### src/rtl/pipe_ctrl.sv
// Pipeline hazard/trap controller: stalls on bus waits, bubbles load-use hazards,
// redirects the PC on exceptions, interrupts and exception returns.
module pipe_ctrl (
   input  logic        clk,
   input  logic        reset,
   input  logic        if_busy,
   input  logic        mem_busy,
   input  logic        ld_hazard,
   input  logic        mem_en,
   input  logic [29:0] mem_pc,
   input  logic [2:0]  mem_exp_code,
   input  logic        mem_eret,
   input  logic        int_req,
   input  logic [29:0] exp_vector,
   output logic        if_stall,
   output logic        id_stall,
   output logic        ex_stall,
   output logic        mem_stall,
   output logic        if_flush,
   output logic        id_flush,
   output logic        ex_flush,
   output logic        mem_flush,
   output logic [29:0] new_pc,
   output logic        pc_load,
   output logic [29:0] epc,
   output logic [2:0]  exp_code,
   output logic        int_en
);

   typedef enum logic {RUN, REFILL} state_t;

   state_t      state_q, state_d;
   logic [29:0] epc_q, epc_d;
   logic [2:0]  exp_code_q, exp_code_d;
   logic        int_en_q, int_en_d;
   logic        saved_int_en_q, saved_int_en_d;
   logic        busy;

   assign busy = if_busy | mem_busy;

   always_ff @(posedge clk) begin
      if (!reset) begin
         state_q        <= RUN;
         epc_q          <= '0;
         exp_code_q     <= '0;
         int_en_q       <= 1'b0;
         saved_int_en_q <= 1'b0;
      end else begin
         state_q        <= state_d;
         epc_q          <= epc_d;
         exp_code_q     <= exp_code_d;
         int_en_q       <= int_en_d;
         saved_int_en_q <= saved_int_en_d;
      end
   end

   always_comb begin
      state_d        = state_q;
      epc_d          = epc_q;
      exp_code_d     = exp_code_q;
      int_en_d       = int_en_q;
      saved_int_en_d = saved_int_en_q;
      if_stall       = 1'b0;
      id_stall       = 1'b0;
      ex_stall       = 1'b0;
      mem_stall      = 1'b0;
      if_flush       = 1'b0;
      id_flush       = 1'b0;
      ex_flush       = 1'b0;
      mem_flush      = 1'b0;
      pc_load        = 1'b0;
      new_pc         = '0;

      // Reset silences every control output; the register reset is in the ff.
      if (!reset) begin
         state_d = RUN;
      end else if (busy) begin
         if_stall  = 1'b1;
         id_stall  = 1'b1;
         ex_stall  = 1'b1;
         mem_stall = 1'b1;
      end else begin
         unique case (state_q)
            RUN: begin
               if (mem_en && (mem_exp_code != 3'd0)) begin
                  {if_flush, id_flush, ex_flush, mem_flush} = '1;
                  pc_load        = 1'b1;
                  new_pc         = exp_vector;
                  epc_d          = mem_pc;
                  exp_code_d     = mem_exp_code;
                  saved_int_en_d = int_en_q;
                  int_en_d       = 1'b0;
                  state_d        = REFILL;
               end else if (mem_en && mem_eret) begin
                  {if_flush, id_flush, ex_flush, mem_flush} = '1;
                  pc_load  = 1'b1;
                  new_pc   = epc_q;
                  int_en_d = saved_int_en_q;
                  state_d  = REFILL;
               end else if (mem_en && int_req && int_en_q) begin
                  {if_flush, id_flush, ex_flush, mem_flush} = '1;
                  pc_load        = 1'b1;
                  new_pc         = exp_vector;
                  epc_d          = mem_pc;
                  exp_code_d     = 3'd1;
                  saved_int_en_d = int_en_q;
                  int_en_d       = 1'b0;
                  state_d        = REFILL;
               end else if (ld_hazard) begin
                  if_stall = 1'b1;
                  id_flush = 1'b1;
               end
            end
            REFILL: state_d = RUN;
            default: state_d = RUN;
         endcase
      end
   end

   assign epc      = epc_q;
   assign exp_code = exp_code_q;
   assign int_en   = int_en_q;

endmodule

### config.mk
export PLATFORM = sky130hd
export DESIGN_NAME = pipe_ctrl
export DESIGN_NICKNAME = d
export VERILOG_FILES = /design/src/rtl/pipe_ctrl.sv
export SDC_FILE = /design/constraint.sdc
export NUM_CORES = 1
export LEC_CHECK = 0
export CAP_MARGIN = 20
export CORE_AREA = 2 2 118 63
export DETAILED_ROUTE_END_ITERATION = 7
export DIE_AREA = 0 0 120 65
export PLACE_DENSITY_LB_ADDON = 0.08
export SETUP_SLACK_MARGIN = 0.02
export SLEW_MARGIN = 20
export SYNTH_ARGS = -nofsm -noshare
export SYNTH_HDL_FRONTEND = slang
export SYNTH_SLANG_ARGS = --single-unit
export TNS_END_PERCENT = 20
### constraint.sdc
create_clock -name clk -period 2 [get_ports clk]
set_clock_uncertainty 0.05 [all_clocks]
set_input_delay 0.5 -clock clk [delete_from_list [all_inputs] [get_ports clk]]
set_output_delay 0.5 -clock clk [all_outputs]
set_load 0.01 [all_outputs]
# After elaboration in Yosys (flattened, before gate mapping)
# Cells that the tools add are included.
# totals
wordCells	58
regBits	36
in_bits	71
# classes
n_eq_ne	1
mux	40
reduce_logical	9
bitwise_logic	3
# op_table
operator	count
$mux W30	9
$mux W1	27
$mux W3	3
$reduce_bool A3 Y1	2
$logic_and A1 B1 Y1	4
$reduce_and A4 Y1	1
$reduce_and A3 Y1	1
$ne A2 B2 Y1 const B	1
$not A1 Y1	2
$pmux W1 S2	1
$reduce_bool A2 Y1	1
$or A1 B1 Y1	1

# Depth between registers and ports, before layout
# logic_depth
ltp_word	8
depth_mapped	6
ltp_nobuf	3

# Worst setup path before layout
# Ideal clock, no wire load.
# synth_timing
path_type	in2out
startpoint	input port reset
endpoint	output port if_flush
path_buffers	3
arrival_ns	1.637
slack_ns	-0.187
required_ns	1.450
path_stages	6
cell_sequence	clkbuf_1 -> nor2b_1 -> nand2_1 -> clkbuf_1 -> nor2_1 -> buf_4
# synth_via
elab_chain_cells	1
# synth_rtl
item	line_no	text
start: declaration	5	input logic reset,
$mux W1	n/a	
end: declaration	19	output logic if_flush,
# Every way passes these cells.

# Worst setup path after layout
# layout_timing
startpoint	input port mem_exp_code[1]
endpoint	output port new_pc[9]
# layout_via
elab_chain_cells	6
# layout_rtl
item	line_no	text
start: declaration	11	input logic [2:0] mem_exp_code,
$reduce_bool A3 Y1	85	if (mem_en && (mem_exp_code != 3'd0)) begin
$logic_and A1 B1 Y1	85	
$mux W30	85	
$mux W30	83	unique case (state_q)
$mux W30	77	end else if (busy) begin
$mux W30	75	if (!reset) begin
end: declaration	23	output logic [29:0] new_pc,
# Every way passes these cells.

==> results by group <==
Placement
  – RePlAce Congestion: 0.8074
  – Dpl ws: -0.9319 ns
  – Placed cell area: 3870 µm²
  – Number of port buffers: 143
  – Dpl cells: 518
  – Dpl hpwl: about 5.8 mm

Clocking
  – Cts hold-fix bufs: 0
  – Total CTS buffers: 5
  – CTS root buf: clkbuf_16
  – Worst skew pair latency: 0.28 ns
  – H-tree levels: 2
  – Clock slew at reported path FFs: 0.06 ns
  – Max Root-Sink Buffers: 2
  – TritonCTS clock tree: done
  – Clk sink count: 36

Cells and area
  – Commonest non-fill, non-tap cell in the layout: clkdlybuf4s50_1
  – Commonest cells after routing, fill and taps aside: clkdlybuf4s50_1 (95), nand2_1 (64), buf_2 (42), dfxtp_1 (36), mux2i_1 (32)
  – Post-layout util: about three fifths
  – Layout net count: 520
  – Filler Cells Inserted: 653
  – Non-Filler Instances: 546
  – Final std cell area, no fill: 4275 µm²
  – Area delta synth->final: 97.06%
  – N_diodes: 0
  – Layout cell share with drive strength beyond 1: 29.33%

Logic synthesis
  – Top-area cell type share of the netlist area: 33.22%
  – Avg Synthesized Cell Area: 7.560 µm²
  – Register area share after synthesis: between 30 and 40%
  – Synthesized Nets: 358
  – Synth Register Bits: 36
  – Synth warn: 0
  – Largest cells by area after synthesis: dfxtp_1 (33%), mux2i_1 (15%), nand2_1 (11%)
  – Mapped cell area: 2170 µm²
  – Unique masters post-synth: 28
  – Post-synth top area cell: dfxtp_1
  – Mapped Cells: around 290

Drt
  – DR vias: 2698
  – DR pass1 iterations: 4
  – Iteration-0 DRC count of the detailed router: 161
  – Residual DRC: 0
  – ANT nets after route: 0
  – Vias/cell: ~4.9
  – Routed WL per cell: roughly 16 µm
  – WL final: 9.000 mm

Die
  – CORE AREA: approximately 7000 µm²
  – I/O Pins: 144
  – Starting Density: 31.40%
  – Die width: between 100 and 150 µm
  – # rows: 22
  – Die Area: 7800 µm²
  – Die Height: 65 µm

Run status
  – Failing checks: negative setup slack
  – Status: finished, violations left

Setup path
  – Critical path class: input port to primary output
  – Setup crit end kind: primary output
  – Worst-path maximum fanout: 7
  – Required time of the critical path: 1.45 ns
  – Worst EP arrival: 1.72 ns
  – Startpoint types: input port

STA
  – Max Clk Rate: ~440 MHz
  – RSZ-0062 raised after global routing: true
  – Final period util: 113.3%
  – Setup violators final: 36
  – Tmin final: approximately 2.3 ns
  – Slew Viols, Final: 0
  – Setup TNS: -6.009 ns
  – Final Hold Vio Count: 0
  – Hold_ws: 0.4093 ns
  – Final worst slack: -0.2665 ns
  – Worst slew margin: ~73%
  – Least-Margin Pin Slew: 0.4120 ns

Power
  – P per Cell Area: a little over 500 nW/µm²
  – Clk pwr share: 40.7%
  – Pwr Total: about 2.2 mW
  – Net switching power: between 0.5 and 0.6 mW
  – Seq pwr share: 35.3%
  – Comb pwr share: between 20% and 30%
  – Peak supply drop: 0.2922 mV
  – Leak: 1.673 nW
  – Pint: 1.633 mW
  – Sw Share: 24.31%

GRT
  – Initial antenna violation count: 0
  – Global-route wire length before repair: 13.81 mm
  – Vias in the first global route: 2524
  – Aggregate global routing overflow: 0
  – GRT Resource Usage Total: around 23%
  – Largest net degree at the start of global routing: 43

Worst hold path
  – Worst min path class: register to register

Flow run
  – Max_cap viols: 0
-- power groups by stage --
stage | registers, mW | logic (mW) | clock network [mW]
2_1_floorplan | 0.782 | 0.175 | 0
4_1_cts | 0.760 | 0.509 | 0.902
5_1_grt | 0.763 | 0.554 | 0.933
3_3_place_gp | 0.774 | 0.462 | 0
3_5_place_dp | 0.775 | 0.466 | 0
6_report | 0.761 | 0.518 | 0.878
-- path summary, 6_finish.rpt --
check	start	to	slack, ns	depth (start not counted)
min reg2reg	exp_code[2]	exp_code[2]	0.41	2
max	mem_exp_code[1]	new_pc[9]	-0.27	7
max reg2reg	state_q	epc[23]	0.37	5
min	exp_code[2]	exp_code[2]	0.41	2
-- cell type report --
cell class	count	area (µm²)	share of cell area, %
Clock buffer	6	128.9	3.014
Clock inverter	2	35.03	0.8194
Inverter	2	7.507	0.1756
Multi-Input combinational cell	210	1369	32.02
Sequential cell	36	720.7	16.86
Tap cell	96	120.1	2.809
Timing Repair Buffer	194	1894	44.31
-- registers in the layout, indices dropped and copies added (netlist names) --
name            flops
epc                30
exp_code            3
int_en              1
saved_int_en_q      1
state_q             1
-- kinds of logic after synthesis --
| family | share of synthesized area [%] |
|---|---|
| AO/OA/AOI/OAI | 20.88 |
| buffers and inverters | 9.400 |
| flip-flops | 33.22 |
| multiplexers | 14.76 |
| AND/OR/NAND/NOR | 21.74 |
-- synth_stat cells --
library cell,instances
nand2_1,65
dfxtp_1,36
mux2i_1,32
nand3_1,32
a21oi_1,31
o211ai_1,30
clkbuf_1,27
buf_4,5
buf_6,4
buf_1,2
inv_1,2
nor2_1,2
nor2b_1,2
o21ai_0,2
o21ai_1,2
a21o_1,1
a2bb2o_1,1
a31o_2,1
and2_1,1
and3b_1,1
buf_2,1
nand4_1,1
nor3_1,1
nor4b_2,1
o2111ai_1,1
o211a_1,1
o21a_1,1
or3_1,1
-- worst max-delay path: stages --
cell      delay [ns]
buf_6           0.09
or3_4           0.44
buf_8           0.16
buf_4           0.13
o211ai_1        0.17
a21oi_1         0.09
buf_2           0.14
-- per-layer routing --
layer | routed length (µm) | up-vias | part of all wire [%] | global-route usage, %
li1 | - | 1337 | - | -
met1 | 4515 | 1250 | 50 | 32.61
met2 | 3652 | 107 | 41 | 34.02
met3 | 763 | 4 | 8.5 | 7.746
met4 | 68 | 0 | 0.76 | 4.853
met5 | 0 | - | 0 | 0
-- repair_timing --
item / in CTS / in global routing
gates cloned: 8 / 0
endpoints found under the setup margin: 73 / 39
buffers inserted: 11 / 2
gates resized for setup: 213 / 20
pin swaps: 46 / 19
No activity file was read; power rests on OpenSTA's default activity.
